File: config.mk
export PLATFORM = sky130hd
export DESIGN_NAME = mem_bus_access_unit
export DESIGN_NICKNAME = d
export VERILOG_FILES = /design/src/rtl/mem_bus_access_unit.sv
export SDC_FILE = /design/constraint.sdc
export NUM_CORES = 1
export LEC_CHECK = 0
export BUFFER_PORTS_ARGS = -buffer_cell sky130_fd_sc_hd__buf_2
export CAP_MARGIN = 30
export CELL_PAD_IN_SITES_DETAIL_PLACEMENT = 1
export CELL_PAD_IN_SITES_GLOBAL_PLACEMENT = 1
export CORE_MARGIN = 5
export CORE_UTILIZATION = 38
export CTS_CLUSTER_DIAMETER = 60
export CTS_CLUSTER_SIZE = 12
export DETAILED_ROUTE_END_ITERATION = 10
export GPL_ROUTABILITY_DRIVEN = 0
export MAX_ROUTING_LAYER = met4
export PLACE_DENSITY = 0.91
export SYNTH_ARGS = -nofsm -noshare
export SYNTH_HDL_FRONTEND = slang
export SYNTH_SLANG_ARGS = --single-unit
File: constraint.sdc
create_clock -name clk -period 6.35 [get_ports clk]
set_input_delay 0.3175 -clock clk [delete_from_list [all_inputs] [get_ports clk]]
set_output_delay 0.3175 -clock clk [all_outputs]
set_load 0.01 [all_outputs]
File: src/rtl/mem_bus_access_unit.sv
// ---------------------------------------------------------------------------
// mem_bus_access_unit
//
// Multi-cycle memory access stage. It takes one load/store/LL/SC request from
// EX/MEM, runs a req/ack handshake on a variable-latency data bus, steers
// big-endian byte lanes and returns a one-cycle write-back strobe. It owns the
// LLbit, stalls the upstream pipeline while busy and gives up on the bus after
// TIMEOUT_CYC cycles without an ack.
//
// Parameters
//   DATA_W      : data bus width, 32 or 64 only
//   ADDR_W      : address width
//   TIMEOUT_CYC : max REQ cycles without bus_ack (0 = wait forever)
//
// Ports
//   clk, rst          : clock; synchronous active-low reset (0 = reset)
//   op_*              : request fields, sampled only in IDLE when op_valid=1
//   llbit_clr         : clears the LLbit (exception return)
//   stall_req         : hold upstream stages
//   wb_valid/wd/wreg/wdata : one-cycle write-back result
//   bus_req/we/addr/sel/wdata, bus_ack, bus_rdata : data bus handshake
//   timeout_err       : one-cycle pulse, coincident with wb_valid, on timeout
//   llbit_o           : current LLbit
//
// Optional feature (macro MEM_ALIGN_EXC_EN)
//   Adds align_exc / align_badvaddr. Misaligned half/word/dword requests skip
//   the bus and report an alignment exception instead of being truncated.
//
// Lane convention: byte offset k lives in bits [DATA_W-1-8k -: 8] and is
// enabled by bus_sel[NB-1-k] (MSB of bus_sel = lowest address).
// ---------------------------------------------------------------------------
module mem_bus_access_unit #(
  parameter int DATA_W      = 32,
  parameter int ADDR_W      = 32,
  parameter int TIMEOUT_CYC = 255
) (
  input  logic                  clk,
  input  logic                  rst,
  input  logic                  op_valid,
  input  logic                  op_store,
  input  logic [1:0]            op_size,
  input  logic                  op_unsigned,
  input  logic                  op_ll,
  input  logic                  op_sc,
  input  logic [ADDR_W-1:0]     op_addr,
  input  logic [DATA_W-1:0]     op_wdata,
  input  logic [4:0]            op_wd,
  input  logic                  op_wreg,
  input  logic                  llbit_clr,
  output logic                  stall_req,
  output logic                  wb_valid,
  output logic [4:0]            wb_wd,
  output logic                  wb_wreg,
  output logic [DATA_W-1:0]     wb_wdata,
  output logic                  bus_req,
  output logic                  bus_we,
  output logic [ADDR_W-1:0]     bus_addr,
  output logic [DATA_W/8-1:0]   bus_sel,
  output logic [DATA_W-1:0]     bus_wdata,
  input  logic                  bus_ack,
  input  logic [DATA_W-1:0]     bus_rdata,
  output logic                  timeout_err,
  output logic                  llbit_o
`ifdef MEM_ALIGN_EXC_EN
  ,
  output logic                  align_exc,
  output logic [ADDR_W-1:0]     align_badvaddr
`endif
);

  localparam int NB    = DATA_W / 8;
  localparam int OFF_W = $clog2(NB);
  localparam int CNT_W = (TIMEOUT_CYC > 1) ? $clog2(TIMEOUT_CYC + 1) : 1;

  typedef enum logic [1:0] {S_IDLE, S_REQ, S_RESP} state_t;

  state_t             state_reg;
  logic               llbit_reg;
  logic [CNT_W-1:0]   cnt_reg;
  logic               store_reg;
  logic               sc_reg;
  logic               ll_reg;
  logic               uns_reg;
  logic [1:0]         size_reg;
  logic [OFF_W-1:0]   aoff_reg;
  logic [4:0]         wd_reg;
  logic               wreg_reg;

  // ---------------- request decode (used in IDLE) ----------------
  logic [OFF_W-1:0]   off_in;
  logic [OFF_W-1:0]   size_mask;
  logic [OFF_W-1:0]   aoff_in;
  logic               illegal_in;
  logic [NB-1:0]      sel_in;
  logic [DATA_W-1:0]  wdata_in;
  logic               is_write_in;

  assign off_in      = op_addr[OFF_W-1:0];
  // Low offset bits that fall inside the access; clearing them gives the
  // naturally aligned offset (misaligned bits are simply dropped).
  assign size_mask   = OFF_W'((32'd1 << op_size) - 32'd1);
  assign aoff_in     = off_in & ~size_mask;
  assign illegal_in  = (op_size == 2'b11) && (DATA_W == 32);
  assign is_write_in = op_store || op_sc;

  // A lane belongs to the access when its offset, with the in-access bits
  // cleared, equals the aligned start offset.
  generate
    for (genvar gi = 0; gi < NB; gi++) begin : g_sel
      assign sel_in[NB-1-gi] = ((OFF_W'(gi) & ~size_mask) == aoff_in);
    end
  endgenerate

  always_comb begin
    wdata_in = op_wdata;
    case (op_size)
      2'b00:   wdata_in = {NB{op_wdata[7:0]}};
      2'b01:   wdata_in = {(NB/2){op_wdata[15:0]}};
      2'b10:   wdata_in = {(NB/4){op_wdata[31:0]}};
      default: wdata_in = op_wdata;
    endcase
  end

`ifdef MEM_ALIGN_EXC_EN
  logic misal_in;
  assign misal_in = |(off_in & size_mask);
`endif

  // ---------------- load alignment (used on the ack edge) ----------------
  // Shift the addressed datum to the top of the word, then extend.
  logic [DATA_W-1:0]  rd_shift;
  logic [DATA_W-1:0]  ld_data;

  assign rd_shift = bus_rdata << {aoff_reg, 3'b000};

  always_comb begin
    ld_data = rd_shift;
    case (size_reg)
      2'b00: ld_data = uns_reg ? DATA_W'(rd_shift[DATA_W-1 -: 8])
                               : DATA_W'($signed(rd_shift[DATA_W-1 -: 8]));
      2'b01: ld_data = uns_reg ? DATA_W'(rd_shift[DATA_W-1 -: 16])
                               : DATA_W'($signed(rd_shift[DATA_W-1 -: 16]));
      2'b10: ld_data = uns_reg ? DATA_W'(rd_shift[DATA_W-1 -: 32])
                               : DATA_W'($signed(rd_shift[DATA_W-1 -: 32]));
      default: ld_data = rd_shift;
    endcase
  end

  // ---------------- timeout ----------------
  logic tmo_hit;
  generate
    if (TIMEOUT_CYC != 0) begin : g_tmo
      assign tmo_hit = (cnt_reg == CNT_W'(TIMEOUT_CYC - 1));
    end else begin : g_no_tmo
      assign tmo_hit = 1'b0;
    end
  endgenerate

  // Combinational so the upstream stage freezes in the same cycle it offers.
  assign stall_req = ((state_reg == S_IDLE) && op_valid) || (state_reg == S_REQ);
  assign llbit_o   = llbit_reg;

  // ---------------- FSM ----------------
  always_ff @(posedge clk) begin
    if (!rst) begin
      state_reg   <= S_IDLE;
      llbit_reg   <= 1'b0;
      cnt_reg     <= '0;
      store_reg   <= 1'b0;
      sc_reg      <= 1'b0;
      ll_reg      <= 1'b0;
      uns_reg     <= 1'b0;
      size_reg    <= 2'b00;
      aoff_reg    <= '0;
      wd_reg      <= 5'd0;
      wreg_reg    <= 1'b0;
      wb_valid    <= 1'b0;
      wb_wd       <= 5'd0;
      wb_wreg     <= 1'b0;
      wb_wdata    <= '0;
      bus_req     <= 1'b0;
      bus_we      <= 1'b0;
      bus_addr    <= '0;
      bus_sel     <= '0;
      bus_wdata   <= '0;
      timeout_err <= 1'b0;
`ifdef MEM_ALIGN_EXC_EN
      align_exc      <= 1'b0;
      align_badvaddr <= '0;
`endif
    end else begin
      wb_valid    <= 1'b0;
      timeout_err <= 1'b0;
`ifdef MEM_ALIGN_EXC_EN
      align_exc   <= 1'b0;
`endif
      if (llbit_clr) begin
        llbit_reg <= 1'b0;
      end

      case (state_reg)
        S_IDLE: begin
          if (op_valid) begin
            store_reg <= op_store;
            sc_reg    <= op_sc;
            ll_reg    <= op_ll;
            uns_reg   <= op_unsigned;
            size_reg  <= op_size;
            aoff_reg  <= aoff_in;
            wd_reg    <= op_wd;
            wreg_reg  <= op_wreg;
            cnt_reg   <= '0;
            if (illegal_in) begin
              state_reg <= S_RESP;
              wb_valid  <= 1'b1;
              wb_wd     <= op_wd;
              wb_wreg   <= 1'b0;
              wb_wdata  <= '0;
            end
`ifdef MEM_ALIGN_EXC_EN
            else if (misal_in) begin
              state_reg      <= S_RESP;
              wb_valid       <= 1'b1;
              wb_wd          <= op_wd;
              wb_wreg        <= 1'b0;
              wb_wdata       <= '0;
              align_exc      <= 1'b1;
              align_badvaddr <= op_addr;
            end
`endif
            else if (op_sc && !llbit_reg) begin
              // Failed SC: report 0 to the destination without touching the bus.
              state_reg <= S_RESP;
              wb_valid  <= 1'b1;
              wb_wd     <= op_wd;
              wb_wreg   <= op_wreg;
              wb_wdata  <= '0;
            end else begin
              state_reg <= S_REQ;
              bus_req   <= 1'b1;
              bus_we    <= is_write_in;
              bus_addr  <= {op_addr[ADDR_W-1:OFF_W], {OFF_W{1'b0}}};
              bus_sel   <= sel_in;
              bus_wdata <= is_write_in ? wdata_in : '0;
            end
          end
        end

        S_REQ: begin
          if (bus_ack) begin
            state_reg <= S_RESP;
            bus_req   <= 1'b0;
            bus_we    <= 1'b0;
            bus_addr  <= '0;
            bus_sel   <= '0;
            bus_wdata <= '0;
            wb_valid  <= 1'b1;
            wb_wd     <= wd_reg;
            if (sc_reg) begin
              wb_wreg   <= wreg_reg;
              wb_wdata  <= DATA_W'(1);
              llbit_reg <= 1'b0;
            end else if (store_reg) begin
              wb_wreg  <= 1'b0;
              wb_wdata <= '0;
            end else begin
              wb_wreg  <= wreg_reg;
              wb_wdata <= ld_data;
              // A simultaneous llbit_clr must win over the LL set.
              if (ll_reg && !llbit_clr) begin
                llbit_reg <= 1'b1;
              end
            end
          end else if (tmo_hit) begin
            state_reg   <= S_RESP;
            bus_req     <= 1'b0;
            bus_we      <= 1'b0;
            bus_addr    <= '0;
            bus_sel     <= '0;
            bus_wdata   <= '0;
            wb_valid    <= 1'b1;
            wb_wd       <= wd_reg;
            wb_wreg     <= 1'b0;
            wb_wdata    <= '0;
            timeout_err <= 1'b1;
          end else begin
            cnt_reg <= cnt_reg + CNT_W'(1);
          end
        end

        S_RESP: begin
          state_reg <= S_IDLE;
          wb_wd     <= 5'd0;
          wb_wreg   <= 1'b0;
          wb_wdata  <= '0;
        end

        default: begin
          state_reg <= S_IDLE;
        end
      endcase
    end
  end

endmodule

-- Word-level counts from Yosys, hierarchy flattened
Index checks and enable logic that the tools add are counted.
W data, S select, Z words.
- register bits: 135
- output and inout port bits: 112
- logic and storage cells: 137
- bits of input ports: 113
- bitwise gates (word level): 4
- reductions and logical operators: 19
- $add $sub $neg: 2
- eq/ne operators: 16
- shift operators: 2
- mux-type cells: 73
- operator list (cell ; count):
    $mux W32 ; 17
    $pmux W32 S2 ; 4
    $pmux W32 S3 ; 1
    $shl A32 B5 Y32 ; 1
    $mux W1 ; 25
    $mux W5 ; 5
    $mux W8 ; 3
    $mux W4 ; 5
    $pmux W8 S2 ; 1
    $pmux W5 S3 ; 1
    $mux W2 ; 5
    $ne A2 B2 Y1 const B ; 5
    $add A8 B1 Y8 const B ; 1
    $eq A8 B8 Y1 const B ; 1
    $logic_not A2 Y1 ; 4
    $pmux W4 S2 ; 1
    $reduce_and A4 Y1 ; 2
    $eq A2 B1 Y1 const B ; 3
    $pmux W1 S2 ; 3
    $reduce_and A5 Y1 ; 1
    $eq A2 B2 Y1 ; 2
    $eq A2 B2 Y1 const B ; 2
    $pmux W2 S2 ; 1
    $reduce_and A2 Y1 ; 2
    15 further kinds ; 20

-- Longest topological paths before layout
- word-level depth: 9
- mapped depth: 10

-- Least setup slack after synthesis
Ideal clock, no wire load.
- path type: input port to flip-flop
- from: input port op_size[1]
- to: register bus_wdata[10]
- data arrival time: 2.086 ns
- required time: 6.233 ns
- buffers on the path: 3
- setup slack: 4.147 ns
- stages: 9
- setup time: 0.117 ns
- cell sequence: clkbuf_1 -> buf_1 -> nand2b_1 -> ha_1 -> clkbuf_1 -> nor2_1 -> a22oi_1 -> o21ai_0 -> a22o_1
- word-level cells in the longest chain between the ends: 7
- elaborated cells on any way between the ends: 11
- those cells by class: eq/ne: 3; mux: 6; reduce/logical: 2
- ends and longest elaborated chain (element ; line ; source):
    start: declaration ; 41 ; input logic [1:0] op_size,
    $eq A2 B1 Y1 / $logic_not A2 Y1 (equally long branches) ; 116 ; case (op_size)
    $pmux W32 S2 ; 116 ;
    $mux W32 ; 244 ; bus_wdata <= is_write_in ? wdata_in : '0;
    $mux W32 ; 231 ; else if (op_sc && !llbit_reg) begin
    $mux W32 ; 213 ; if (illegal_in) begin
    $mux W32 ; 203 ; if (op_valid) begin
    $pmux W32 S2 ; 201 ; case (state_reg)
    end signal: assignment ; 244 ;
    end: declaration ; 59 ; output logic [DATA_W-1:0] bus_wdata,
Several ways; a longest one is shown, not always the timed one. The select of a mux whose other input is x is not followed.
A chain may end at the register's enable or synchronous reset.

-- Worst setup path in the final report
- from: register state_reg[1]
- to: register bus_sel[3]
- word-level cells in the longest chain between the ends: 3
- elaborated cells on any way between the ends: 9
- those cells by class: eq/ne: 5; mux: 1; reduce/logical: 3
- ends and longest elaborated chain (element ; line ; source):
    start: declaration ; 77 ; state_t state_reg;
    start signal: assignment ; 166 ; state_reg <= S_IDLE;
    start signal: assignment ; 214 ; state_reg <= S_RESP;
    start signal: assignment ; 233 ; state_reg <= S_RESP;
    $eq A2 B1 Y1 / $logic_not A2 Y1 (equally long branches) ; 201 ;
    $ne A3 B3 Y1 (no source line) (tied with other cells) ; n/a ;
    $reduce_and A5 Y1 (no source line) ; n/a ;
    end signal: assignment ; 243 ; bus_sel <= sel_in;
    end: declaration ; 58 ; output logic [DATA_W/8-1:0] bus_sel,
Several ways; a longest one is shown, not always the timed one.

==> summary.txt <==
RUN STATUS
---------------------------------------------------------------------------------
Run status .........................................................    completed

TIMING
---------------------------------------------------------------------------------
Final hold viol count ..............................................            0
Clock skew after layout ............................................  0.009766 ns
Post-Route Setup TNS ...............................................         0 ns
Part of the cycle the worst path needs .............................       43.84%
Total setup violations reported at the end of the flow .............            0
Post-route minimum period ..........................................     2.784 ns
Worst slack on hold paths ..........................................   0.07359 ns
Post-route worst setup slack .......................................     3.566 ns
Count of final max-slew check failures .............................            0
FMAX ...............................................................   0.3592 GHz
Unrepaired setup endpoints after global routing ....................        false
Worst relative slew slack ..........................................       33.50%
Worst-margin pin slew ..............................................    0.9954 ns

SYNTHESIS
---------------------------------------------------------------------------------
Post-synth cell types ..............................................           58
Post-synthesis sequential area ratio ...............................       41.87%
Count of flip-flops with a built-in enable after synthesis .........            0
Ranking of synthesized cells by area ............................... sky130_fd_sc_hd__dfxtp_1, sky130_fd_sc_hd__mux2i_1, sky130_fd_sc_hd__a22o_1
Share of the synthesized area in the top cell type .................       41.87%
Yosys Warn Count ...................................................            0
Avg Cell Area, Syn .................................................    9.284 um2
Cell type contributing the most total cell area after synthesis .... sky130_fd_sc_hd__dfxtp_1
Prevailing post-synth register cell ................................ sky130_fd_sc_hd__dfxtp_1
Mapped Area ........................................................     6360 um2
Number of instances in the synthesized netlist .....................          685
Flop and latch count out of synthesis ..............................          133
Fraction of synthesis flops using an asynchronous set or reset pin .           0%

GRT
---------------------------------------------------------------------------------
Maximum number of pins on one net before global-route repair .......           61
First-pass GRT wire length .........................................     35850 um
Via count of the first global-routing pass .........................         6769
Initial antenna violation count ....................................            3
Total track usage ..................................................       23.40%
Congestion Overflow GR .............................................            0

CTS
---------------------------------------------------------------------------------
CTS tree ...........................................................        built
Count of hold buffers inserted by post-cts repair ..................            0
Clock insertion delay at the later pin of the skew report ..........      0.43 ns
H-tree levels ......................................................            4
Total clock sinks ..................................................          133
PostCTS Resize Cnt .................................................            0
Cell at the root of the clock tree ................................. sky130_fd_sc_hd__clkbuf_16
Post-CTS setup buffer count ........................................            0
Clock-pin transition on the worst setup and hold timing paths ......      0.06 ns
Num CTS Buffers ....................................................           17
Maximum buffer depth of the clock tree .............................            2

CRITICAL PATH
---------------------------------------------------------------------------------
Cell at the slowest stage of the critical path ..................... sky130_fd_sc_hd__nand2_1
Capturing element type of the critical path ........................    flip-flop
End point of the critical path .....................................   bus_sel[3]
Launch point of the critical path .................................. state_reg[1]
Critical-path maximum fanout .......................................           33
R2R Path Start ..................................................... state_reg[1]
Slowest Stage Delay on Critical Path ...............................      0.53 ns
Gate family responsible for the most delay along the worst path .... simple AND/OR/NAND/NOR gates
Setup slack of the most critical reg-to-reg path ...................      3.57 ns
Cell-by-cell listing of the critical path .......................... inv_1, ha_1, nand2_1, nor4_4, buf_4, a21boi_0, a22o_1
Startpoint Class ...................................................    flip-flop
Levels on crit path ................................................            7
Worst R2R End ......................................................   bus_sel[3]
CP Class ........................................................... flip-flop to flip-flop
Critical path buffer and inverter count ............................            2
Critical path arrival ..............................................      3.15 ns
Cells on worst reg2reg path ........................................            7
Required time reported for the critical path endpoint ..............      6.72 ns

POWER
---------------------------------------------------------------------------------
Leak Pwr ...........................................................     3.545 nW
Internal power summed over all cells ...............................     1.646 mW
Net switching fraction of the power ................................       28.72%
NetSw ..............................................................     663.3 uW
Cell Pwr Density ................................................... 281.1 nW/um2
Combinational share of power .......................................        15.0%
Worst vdd rail ir drop .............................................    0.1967 mV
Total Power Consumption ............................................     2.310 mW
Part of the total power dissipated in sequential elements ..........        39.1%
Clock network fraction of total power ..............................        45.9%

DETAILED ROUTING
---------------------------------------------------------------------------------
Initial drt markers ................................................          295
DRC ................................................................            0
Routed wirelength normalized by instance count .....................     20.31 um
Total vias in the final route ......................................         6278
Vias per inst ......................................................        5.656
Total wire length ..................................................     22550 um
Met2 wire length ...................................................     10930 um
First-pass detailed-route iteration total ..........................            5
Total met3 wirelength after detailed routing .......................      1779 um
Remaining antenna violation count ..................................            0
Highest metal layer used by the detailed router ....................         met4
Met1 wire length ...................................................      9284 um

CELLS AND AREA
---------------------------------------------------------------------------------
Leading cell type in the layout, fill and taps excluded ............ sky130_fd_sc_hd__buf_2
FILL cells .........................................................         1955
Commonest non-fill, non-tap cells in the layout .................... sky130_fd_sc_hd__buf_2, sky130_fd_sc_hd__dfxtp_1, sky130_fd_sc_hd__nand2_1, sky130_fd_sc_hd__a22o_1, sky130_fd_sc_hd__mux2i_1
Largest registers ranked by flip-flop count ........................ bus_wdata (32), wb_wdata (32), bus_addr (30)
Area overhead of the layout relative to synthesis ..................       29.21%
Layout cells sized above 1 .........................................       32.02%
Layout Nets ........................................................          993
Finished Layout Cells ..............................................         1110
Utilization after layout ...........................................       49.73%
Total non-filler cell area in the finished layout ..................     8218 um2

FLOORPLAN
---------------------------------------------------------------------------------
Num rows ...........................................................           47
Area of the core ...................................................    16520 um2
Die ar. ............................................................    19420 um2
Total I/O pin count ................................................          225
Initial standard-cell utilization of the core ......................       38.49%
Width of the die ...................................................     139.4 um
Die extent in y ....................................................     139.4 um

PLACEMENT
---------------------------------------------------------------------------------
PortBufs ...........................................................          222
Number of cells in the design after placement ......................         1074
DP Wirelength ......................................................     15920 um
DP Area ............................................................     7561 um2
Worst slack at placement ...........................................     3.715 ns

JOB
---------------------------------------------------------------------------------
Max-Cap Viols ......................................................            0

HOLD PATH
---------------------------------------------------------------------------------
Type of the worst min-delay path ................................... input pin to flip-flop

==> per-layer routing <==
metal	global-route usage, %	vias to the layer above
li1	-	2935
met1	26.90	3051
met2	38.58	249
met3	7.376	43
met4	8.239	0
met5	-	-
==> synthesized netlist by cell type, drive strengths merged (6+ instances only) <==
cell       n
a21boi     8
a21oi     33
a221oi     6
a22o      60
a22oi      9
a311oi     6
a32o       7
buf       27
clkbuf    33
dfxtp    133
ha         6
inv        9
mux2i     57
nand2     77
nand2b    23
nand3     21
nand3b     9
nor2      17
o211ai    10
o21a       9
o21ai     43
o221ai     7
o2bb2ai   21
==> final cells by class <==
| type | instances | area, um2 | area share, % |
|---|---|---|---|
| timing repair buffer | 229 | 1176 | 14.31 |
| sequential | 133 | 2665 | 32.43 |
| clock inverter | 14 | 190.2 | 2.314 |
| tap | 220 | 275.3 | 3.350 |
| clock buffer | 18 | 439.2 | 5.344 |
| multi-input combinational | 484 | 3431 | 41.75 |
| antenna | 3 | 7.507 | 0.09135 |
| inverter | 9 | 33.78 | 0.4111 |
==> power by group through the flow <==
stage	clock, mW	combinational (mW)	sequential, mW
4_1_cts	1.07	0.346	0.904
6_report	1.06	0.347	0.902
2_1_floorplan	0	0.204	0.921
3_5_place_dp	0	0.341	0.921
3_3_place_gp	0	0.331	0.920
5_1_grt	1.11	0.381	0.907
==> worst register-to-register path, stage by stage, from the launching register on <==
cell and delay [ns]:
sky130_fd_sc_hd__dfxtp_1 0.33, sky130_fd_sc_hd__inv_1 0.08, sky130_fd_sc_hd__ha_1 0.41, sky130_fd_sc_hd__nand2_1 0.54, sky130_fd_sc_hd__nor4_4 0.40, sky130_fd_sc_hd__buf_4 0.37
sky130_fd_sc_hd__a21boi_0 0.42, sky130_fd_sc_hd__a22o_1 0.19
==> worst min path at each step <==
stage                              from  cells past startpoint       endpoint  slack [ns]
final                         llbit_clr                      2        llbit_o        0.07
after global routing          llbit_clr                      2        llbit_o        0.06
after CTS                     llbit_clr                      2        llbit_o        0.05
after detailed placement  bus_wdata[19]                      1  bus_wdata[19]        0.45
after global placement          bus_req                      1        bus_req        0.43
after floorplan               llbit_clr                      1        llbit_o        0.40
==> cell families (layout without fill, tap and decap cells) <==
kind of cell	count (synthesis)	count (layout)	synth area share, %
and+or+nand+nor	178	178	13.91
xor gates and xnor gates	1	1	0.1377
other	1	5	0.05896
muxes	60	60	9.856
DFF	133	133	41.86
adders and majority gates	6	6	1.180
AOI/OAI and AO/OA	237	237	28.31
buffers and inverters	69	270	4.682
Note: power is estimated with default switching activity, not from simulation.
